$ cat src/rtl/icache_arb.sv
`default_nettype none
// ============================================================================
// Module   : icache_arb
// Purpose  : Round-robin arbiter for two fetch sources sharing the I-cache read
//            port, with in-order response steering and redirect kill.
// Revision : 1.0
// ============================================================================
module icache_arb #(
    parameter int ADDR_W  = 32,
    parameter int LINE_W  = 128,
    parameter int MAX_OUT = 2
) (
    input  logic              clk,
    input  logic              reset,
    input  logic              req0,
    input  logic [ADDR_W-1:0] addr0,
    input  logic              flush0,
    output logic              gnt0,
    output logic [LINE_W-1:0] dout0,
    output logic              dout0_valid,
    input  logic              req1,
    input  logic [ADDR_W-1:0] addr1,
    output logic              gnt1,
    output logic [LINE_W-1:0] dout1,
    output logic              dout1_valid,
    output logic [ADDR_W-1:0] Pc_in,
    output logic              Rd_en_cache,
    input  logic [LINE_W-1:0] Dout,
    input  logic              Dout_valid,
    output logic              err
);

    localparam int PTR_W = (MAX_OUT > 1) ? $clog2(MAX_OUT) : 1;
    localparam int CNT_W = $clog2(MAX_OUT + 1);

    logic [MAX_OUT-1:0] owner_q, owner_d;
    logic [MAX_OUT-1:0] kill_q,  kill_d;
    logic [PTR_W-1:0]   wr_ptr_q, wr_ptr_d;
    logic [PTR_W-1:0]   rd_ptr_q, rd_ptr_d;
    logic [CNT_W-1:0]   count_q, count_d;
    logic               rr_q, rr_d;
    logic               err_q, err_d;

    logic w_pop;
    logic w_accept;
    logic w_elig0;
    logic w_grant;
    logic w_win;
    logic w_head_owner;
    logic w_head_kill;

    function automatic logic [PTR_W-1:0] ptr_inc(input logic [PTR_W-1:0] p);
        return (p == PTR_W'(MAX_OUT - 1)) ? '0 : p + 1'b1;
    endfunction

    // Outputs are gated by reset so that they read zero while reset is held.
    assign w_pop    = reset && Dout_valid && (count_q != '0);
    assign w_accept = (count_q < CNT_W'(MAX_OUT)) || Dout_valid;
    assign w_elig0  = req0 && !flush0;
    assign w_grant  = reset && w_accept && (w_elig0 || req1);
    assign w_win    = rr_q ? req1 : !w_elig0;

    assign gnt0        = w_grant && !w_win;
    assign gnt1        = w_grant && w_win;
    assign Rd_en_cache = w_grant;
    assign Pc_in       = w_grant ? (w_win ? addr1 : addr0) : '0;

    assign w_head_owner = owner_q[rd_ptr_q];
    assign w_head_kill  = kill_q[rd_ptr_q];

    // A flush in the pop cycle drops the head even though its kill bit is not yet set.
    assign dout0_valid = w_pop && !w_head_owner && !w_head_kill && !flush0;
    assign dout1_valid = w_pop && w_head_owner;
    assign dout0       = Dout;
    assign dout1       = Dout;
    assign err         = err_q;

    always_comb begin
        owner_d  = owner_q;
        kill_d   = kill_q;
        wr_ptr_d = wr_ptr_q;
        rd_ptr_d = rd_ptr_q;
        rr_d     = rr_q;
        count_d  = count_q + CNT_W'(w_grant) - CNT_W'(w_pop);
        err_d    = err_q || (reset && Dout_valid && (count_q == '0));
        if (flush0) begin
            kill_d = kill_q | ~owner_q;
        end
        if (w_grant) begin
            owner_d[wr_ptr_q] = w_win;
            kill_d[wr_ptr_q]  = 1'b0;
            wr_ptr_d          = ptr_inc(wr_ptr_q);
            rr_d              = !w_win;
        end
        if (w_pop) begin
            rd_ptr_d = ptr_inc(rd_ptr_q);
        end
    end

    always_ff @(posedge clk or negedge reset) begin
        if (!reset) begin
            owner_q  <= '0;
            kill_q   <= '0;
            wr_ptr_q <= '0;
            rd_ptr_q <= '0;
            count_q  <= '0;
            rr_q     <= 1'b0;
            err_q    <= 1'b0;
        end else begin
            owner_q  <= owner_d;
            kill_q   <= kill_d;
            wr_ptr_q <= wr_ptr_d;
            rd_ptr_q <= rd_ptr_d;
            count_q  <= count_d;
            rr_q     <= rr_d;
            err_q    <= err_d;
        end
    end

endmodule
`default_nettype wire

$ cat config.mk
export PLATFORM = sky130hd
export DESIGN_NAME = icache_arb
export DESIGN_NICKNAME = d
export VERILOG_FILES = /design/src/rtl/icache_arb.sv
export SDC_FILE = /design/constraint.sdc
export NUM_CORES = 1
export LEC_CHECK = 0
export ABC_CLOCK_PERIOD_IN_PS = 1350
export CORE_AREA = 2 2 190 192
export DETAILED_ROUTE_END_ITERATION = 16
export DIE_AREA = 0 0 192 194
export HOLD_SLACK_MARGIN = 0.06
export PLACE_DENSITY_LB_ADDON = 0.05
export SLEW_MARGIN = 10
export SYNTH_ARGS = -nofsm -noshare
export SYNTH_HDL_FRONTEND = slang
export SYNTH_SLANG_ARGS = --single-unit
export TNS_END_PERCENT = 1
$ cat constraint.sdc
create_clock -name clk -period 1.35 [get_ports clk]
set_input_delay 0.135 -clock clk [delete_from_list [all_inputs] [get_ports clk]]
set_output_delay 0.135 -clock clk [all_outputs]
set_load 0.005 [all_outputs]
==> run_results.csv <==
group,metric,value,unit
status,outcome,"finished with violations",
status,violations,"negative setup slack",
sta,clock_skew,0.00172,ns
synth,yosys.area.top_type_share,0.635,
floorplan,start_util,0.0859,
sta,holdWs,0.175,ns
floorplan,row_count,69,
synth,synthMuxAreaShare,0.0149,
final_layout,post-route-util,0.0997,
clocking,clock_sinks,10,
setup_path,critPathRequiredTime,1.22,ns
setup_path,r2r_slack,-0.13,ns
final_layout,final_common_cell,"clkdlybuf4s50_1",
synth,netlist_area,3030,um^2
synth,synth_top_family_by_area,"buffers and inverters",
global_route,grt_pass1_wl,18200,um
sta,fin_crit,1.83,ns
clocking,htree_levels,1,
floorplan,core_region_area,35200,um^2
sta,max_freq,545,MHz
routing,antenna_left,0,
routing,routed-via-count,2053,
setup_path,arrival,1.70,ns
placement,globalplace.congestion,0.638,
setup_path,r2r-start,"rr_q",
synth,ys_seq_elements,10,
power,power,3.22,mW
setup_path,cp-end-kind,"output port",
global_route,track_usage,0.0690,
global_route,grt_max_degree,18,
clocking,clk_pin_slew,0.04,ns
power,irDropWorstVdd,0.000307,V
synth,syn_inst,420,
clocking,clk_latency,0.24,ns
placement,io_buffers,107,
setup_path,startpoint_type,"register",
routing,wire_per_inst,18.0,um
synth,synthDistinctLibCells,25,
sta,fin_crit_sh,1.36,
synth,synthSimpleGateAreaFrac,0.130,
sta,fin_ws,-0.484,ns
floorplan,pin_count,492,
routing,route.detailed.drc,0,
global_route,gr-usage-met1,0.0571,
final_layout,final_nets,506,
synth,synth_top_area_cell,"buf_4",
placement,hpwlAfterDp,10900,um
synth,synth_compound_gate_area_share,0.0852,
power,p_leak,1.29,nW
final_layout,mostFrequentLayoutCells,"65 x clkdlybuf4s50_1, 45 x nand3_1, 26 x buf_4",
hold_path,hold_path_class,"primary input to asynchronous set/reset pin",
clocking,cts_tree,"yes",
sta,slew_viol_final,0,
global_route,grt.busiest_layer,"met2",
floorplan,die_area,37200,um^2
sta,setup_tns,-14.09,ns
global_route,grt_overflow,0,
routing,vias_per_cell,2.68,
final_layout,area_delta_synth_final,16.1,%
synth,synthTopCellsByArea,"buf_4 64%, nand3_1 11%, dfrtp_1 8.3%",
global_route,met2_usage,0.137,
sta,setup_viol,41,
power,p_per_area,918,nW/um^2
clocking,numCtsBuffers,3,
synth,synth-warning-count,0,
final_layout,fin_cells,767,
synth,yosys.area_share.xor_xnor,0.0145,
synth,avgSynthCellArea,7.20,um^2
floorplan,die_x,192,um
setup_path,path_max_fanout,6,
routing,dr.pass1.iters,4,
global_route,grtUsageMet3,0.0304,
final_layout,antenna_cells,0,
routing,wirelength,13800,um
synth,synth_fa_ha_area_frac,0.00414,
setup_path,rr_worst_depth,4,
setup_path,crit_start,"rr_q",
routing,first_iter_violations,50,
final_layout,fill_cells,4112,
synth,synth_seq_area_share,0.0827,
setup_path,timing.rr.end,"owner_q[0]",
synth,syn-num-nets,619,
final_layout,layout-drive-gt1-share,0.471,
global_route,grt_pass1_vias,2411,
placement,dp.cells,747,
setup_path,endpoint,"Pc_in[24]",
global_route,antenna_found_initial,1,
sta,rsz0062_at_grt,"yes",
flow_run,maxCapViolCount,0,
floorplan,die_h,194,um
sta,max_slew_margin,0.802,
sta,finalHoldViolCount,0,
clocking,cts_root_buffer,"clkbuf_16",
clocking,cts_buffer_depth,2,
sta,worst_slew_pin_slew,0.297,ns
setup_path,worstSetupPathType,"register to output port",
[critical path: stages (launching register included)]
cell and delay (ns):
dfrtp_1 0.40, or3b_4 0.42, buf_12 0.15, buf_12 0.13, buf_8 0.12, nand3_2 0.07
a21oi_2 0.04, buf_2 0.13
[routing by layer]
layer  vias up  part of all wire
met2       182              0.55
met1       908              0.29
met5         -           0.00051
met4         2             0.049
li1        885                 -
met3        76              0.12
[report_power, final]
group          switching (mW)  total (mW)  leakage [nW]  internal (mW)
Sequential              0.114       0.558         0.113          0.443
Combinational           0.910        2.07          1.13           1.16
Clock                   0.150       0.597        0.0442          0.447
Total                    1.17        3.22          1.29           2.05
[cell families (layout without fill, tap and decap cells)]
group                      count (synthesis)  in the layout
adders and majority gates                  1              1
and+or+nand+nor                           77             77
buffers and inverters                    281            167
DFF                                       10             10
xor gates and xnor gates                   5              5
AOI/OAI and AO/OA                         42             42
muxes                                      4              4
[cells in the mapped netlist, drive strengths merged]
| master | number |
|---|---|
| buf | 266 |
| nand3 | 65 |
| a21oi | 32 |
| dfrtp | 10 |
| clkbuf | 9 |
| inv | 6 |
| nor2b | 5 |
| mux2 | 4 |
| xnor2 | 4 |
| o2111ai | 3 |
| nand2 | 2 |
| nor2 | 2 |
| o211ai | 2 |
| o21a | 2 |
| a21boi | 1 |
| a31o | 1 |
| ha | 1 |
| nand2b | 1 |
| nor4 | 1 |
| o2bb2ai | 1 |
| or3b | 1 |
| xor2 | 1 |
[cell type report]
cell class | instances | area [um^2] | share of cell area
clock buffer | 4 | 88.8 | 0.0253
inverter | 6 | 22.5 | 0.00641
multi-input combinational | 129 | 1040 | 0.295
sequential | 10 | 250 | 0.0712
tap | 461 | 577 | 0.164
timing repair buffer | 157 | 1540 | 0.438
[worst min-delay path by stage]
stage	endpoint	slack, ns	from
final	err	0.18	reset
after global routing	err	0.20	reset
after CTS	err	0.19	reset
after detailed placement	dout0[107]	0.27	Dout[107]
after global placement	dout0[107]	0.27	Dout[107]
after floorplan	count_q[0]	-0.16	reset
[state kept, by name, indices dropped and copies added, names as in the netlist]
signal / count
err: 1
owner_q: 2
rd_ptr_q: 1
rr_q: 1
count_q: 2
kill_q: 2
wr_ptr_q: 1
[timing repair]
item | CTS | global route
pin swaps | 20 | 5
hold buffers | 0 | 0
cloned | 3 | 0
resized for setup | 179 | 29
buffers inserted | 14 | 0
endpoints found under the setup margin | 45 | 44
[through the flow]
step	instance area [um^2]	worst slack [ns]
final	3510	-0.484
after global routing	3510	-0.552
after CTS	3470	-0.544
after detailed placement	3010	-0.853
after global placement	3010	-0.853
after floorplan	3030	-0.129
Power figures use the tool's default switching activity.
==> edit 1, RTL diff (same settings) <==
Change the parameter `ADDR_W` from 32 to 40.
--- a/src/rtl/icache_arb.sv
+++ b/src/rtl/icache_arb.sv
@@ -8,3 +8,3 @@
 module icache_arb #(
-    parameter int ADDR_W  = 32,
+    parameter int ADDR_W  = 40,
     parameter int LINE_W  = 128,
Interface: changed (resized Pc_in, addr0 and addr1); port bits go from 492 to 516. No check against the original RTL was run, so the function may have changed too.
==> edit 1 against the unedited design <==
Core utilization grew 1.1 points; final area grew 11%; clock skew is essentially flat; area after synthesis grew 8.3%; the flow still finishes with violations (negative setup slack); setup slack gained 65 ps; sequential cell count is the same; routed wire length grew 20%; total power grew 2.4%; worst hold slack lost 15 ps; highest routed layer unchanged; count of clock-buffer cells in the layout is the same; sequential share of layout area shrank 0.69 points.
==> edit 1: results (changes against the unedited design) <==
{| class="wikitable"
! Metric !! Value
|-
| Clock network fraction of design power || 18.3% (-0.2 points)
|-
| Endpoint arrival time on the critical path || 1630 ps (-70 ps)
|-
| GRT Total Usage || 8.42% (+1.5 points)
|-
| Mux cell area share after synthesis || 0.687% (-0.80 points)
|-
| Number of placed cells counting well taps || 804 (+7.6%)
|-
| Minimum setup slack in the final design || -419 ps (+64.9 ps)
|-
| Non-filler cells, final || 824 (+7.4%)
|-
| Number of library cell types mapped by synthesis || 36 (+44%)
|-
| Post-synthesis compound-gate area fraction || 9.58% (+1.1 points)
|-
| Total number of vias || 2431 (+18%)
|-
| Count of filler cells inserted in the layout || 4114 (+0.049%)
|-
| Result of the run || finished with violations
|-
| Setup tns final || -15640 ps (-1550 ps)
|-
| Final setup violation count || 47 (+15%)
|-
| Mean instance size in the synthesized netlist || 7.15 sq um (-0.67%)
|-
| Power dissipated in combinational cells || 2.14 mW (+3%)
|-
| Transition at the pin with the smallest max-transition slack || 268 ps (-29.7 ps)
|-
| Count of cells along the worst register-to-register path || 8 (+4)
|-
| Failing checks || negative setup slack
|-
| Share of post-route cells with drive strength above 1 || 43.9% (-3.1 points)
|-
| Synthesized netlist net count || 673 (+8.7%)
|-
| Power, Total || 3.30 mW (+2.4%)
|-
| Number of port buffers || 131 (+22%)
|-
| Max VDD drop || 344 uV (+12%)
|-
| Final-stage net count || 578 (+14%)
|}
-- edit 1: per-stage QoR --
stage	cell area [sq um]	utilization (%)	hold WS, ps
2_1_floorplan	3280	-	-161
3_3_place_gp	3480	9.89	270
3_5_place_dp	3480	9.89	270
4_1_cts	3820	10.9	161
5_1_grt	3890	11.0	175
6_report	3890	11.0	161
-- edit 1: final cells by class --
| type | count | share of cell area [%] |
|---|---|---|
| Tap cell | 461 | 14.8 |
| Inverter | 6 | 0.579 |
| Timing Repair Buffer | 182 | 46.1 |
| Multi-Input combinational cell | 160 | 29.7 |
| Clock buffer | 4 | 2.29 |
| Sequential cell | 10 | 6.44 |
| Antenna cell | 1 | 0.0644 |
-- edit 1: cells by family (layout without fill, tap and decap cells) --
family                   count (synthesis)  count (layout)
XOR/XNOR                                 5               5
buffers and inverters                  288             192
multiplexers                             2               2
adder cells (fa/ha/maj)                  1               1
AND/OR/NAND/NOR                         99              99
AO/OA/AOI/OAI                           53              53
flip-flops                              10              10
other                                    0               1
-- edit 1: worst max path at each step --
stage                    start          to  slack (ps)  cells past startpoint
detailed placement        req0    Pc_in[4]        -860                      8
floorplan           count_q[1]  count_q[1]        -120                      6
finish                    rr_q   Pc_in[25]        -420                      6
global placement          req0    Pc_in[4]        -830                      8
global route              rr_q   Pc_in[26]        -480                      6
CTS                       rr_q   Pc_in[26]        -470                      6
-- edit 1: per-layer routing --
metal | vias up | GRT usage, %
met5 | - | 0.398
met4 | 2 | 2.83
met3 | 47 | 4.60
met2 | 255 | 16.0
met1 | 1059 | 7.34
li1 | 1068 | -
-- edit 1: repair_timing --
| action | in CTS | in global routing |
|---|---|---|
| pin swaps | 9 | 6 |
| buffers inserted | 10 | 0 |
| gates cloned | 6 | 0 |
| endpoints found under the setup margin | 52 | 52 |
| resized for setup | 192 | 38 |
==> edit 2, RTL diff (config.mk and constraints unchanged) <==
Without the edit above. Make the reset (`reset`) synchronous in one clocked block.
--- a/src/rtl/icache_arb.sv
+++ b/src/rtl/icache_arb.sv
@@ -99,3 +99,3 @@
 
-    always_ff @(posedge clk or negedge reset) begin
+    always_ff @(posedge clk) begin
         if (!reset) begin
Check against the original RTL: differs if reset is asserted again (counterexample within 4 cycles, from zero or initial values and one cycle with reset low); with reset held inactive, the same outputs for 10 cycles.
==> edit 2 against the unedited design <==
The flow still finishes with violations (negative setup slack); core utilization down 0.41 points; sequential cell count unchanged; non-clock buffer count down 2; area after synthesis down 1.1%; final cell count up 0.91%; final area down 4.1%; register-to-register slack about the same; worst hold slack better by 95 ps; sequential share of layout area down 1.0 points; setup slack better by 120 ps; die area unchanged; first-iteration DRC count up 72%; routed wire length down 24%; total power down 27%; critical path type unchanged.
==> edit 2: results (changes against the unedited design) <==
{| class="wikitable"
! Metric !! Value
|-
| Result of the run || finished with violations
|-
| Failing checks || negative setup slack
|-
| Slowest stage delay, CP || 360 ps (-60 ps)
|-
| Largest cells by area after synthesis || sky130_fd_sc_hd__buf_4 (64%), sky130_fd_sc_hd__dfxtp_1 (6.7%), sky130_fd_sc_hd__a21oi_1 (6.2%)
|-
| Largest net degree at the start of global routing || 24 (+6)
|-
| Via count normalized by instance count || 2.43 (-9.4%)
|-
| Critical path's slowest cell || sky130_fd_sc_hd__dfxtp_4
|-
| CP Capture Point || Pc_in[30]
|-
| Min Hold Slack || 270 ps (+94.6 ps)
|-
| List of most frequent post-synthesis cells || sky130_fd_sc_hd__buf_4 (257), sky130_fd_sc_hd__nand2_1 (40), sky130_fd_sc_hd__a21oi_1 (37)
|-
| Capturing point of the worst reg2reg path || count_q[1]
|-
| Launching instance or port of the critical path || rr_q
|-
| Critical R2R Launch || count_q[1]
|-
| Leading register cell type out of synthesis || sky130_fd_sc_hd__dfxtp_1
|-
| PostCTS Resize Cnt || 209 (+17%)
|-
| Final-stage net count || 513 (+1.4%)
|-
| Cell leakage power || 1.31 nW (+1.4%)
|-
| Power Internal || 1.56 mW (-24%)
|-
| Share of post-route cells with drive strength above 1 || 52.1% (+5.0 points)
|-
| Share of flip-flops with an asynchronous set or reset || 0% (-100 points)
|-
| Estimated wirelength of the detail-placed design || 7.90 mm (-28%)
|-
| Minimum setup slack in the final design || -369 ps (+116 ps)
|-
| Number of library cell types mapped by synthesis || 29 (+16%)
|-
| Wire length of the first global-routing pass || 14.4 mm (-21%)
|-
| Final setup violation count || 36 (-12%)
|-
| Sequential share of the synthesized area || 6.69% (-1.6 points)
|-
| Drt first-iter violations || 86 (+72%)
|-
| Number of antenna violations at the first check in global routing || 2 (+1)
|-
| Max VDD drop || 234 uV (-24%)
|}
[edit 2: stage by stage]
step | instances | worst slack [ps] | TNS, ps | power, mW | cell area (sq um)
after floorplan | 422 | 43.4 | 0 | 1.42 | 2990
after global placement | 753 | -1110 | -40200 | 1.57 | 2950
after detailed placement | 753 | -1070 | -39230 | 1.54 | 2950
after CTS | 774 | -392 | -12570 | 2.39 | 3310
after global routing | 774 | -447 | -14250 | 2.52 | 3370
final | 774 | -369 | -11320 | 2.34 | 3370
[edit 2: cell families (layout without fill, tap and decap cells)]
| group | after synthesis | in the layout | share of synthesized area [%] |
|---|---|---|---|
| AOI/OAI and AO/OA | 49 | 49 | 9.20 |
| xor gates and xnor gates | 2 | 2 | 0.585 |
| and+or+nand+nor | 87 | 87 | 14.8 |
| DFF | 10 | 10 | 6.69 |
| muxes | 2 | 2 | 0.669 |
| buffers and inverters | 271 | 162 | 67.7 |
| adders and majority gates | 1 | 1 | 0.418 |
[edit 2: layer usage]
metal	global-route usage, %	routed length, um	up-vias
li1	-	-	845
met1	4.87	3240	810
met2	8.61	4950	132
met3	2.97	1510	87
met4	4.27	781	4
met5	0	27	-
[edit 2: final cells by class]
class	count	area, sq um	share of cell area (%)
timing repair buffer	155	1470	43.6
inverter	3	11.3	0.334
tap	461	577	17.1
sequential	10	205	6.09
clock buffer	4	88.8	2.64
multi-input combinational	141	1020	30.2
[edit 2: power by group through the flow]
stage | Combinational, mW | Sequential, mW | Clock [mW]
final | 1.33 | 0.412 | 0.603
after global routing | 1.45 | 0.420 | 0.646
after CTS | 1.35 | 0.412 | 0.629
after detailed placement | 1.14 | 0.407 | 0
after global placement | 1.16 | 0.408 | 0
after floorplan | 1.01 | 0.404 | 0
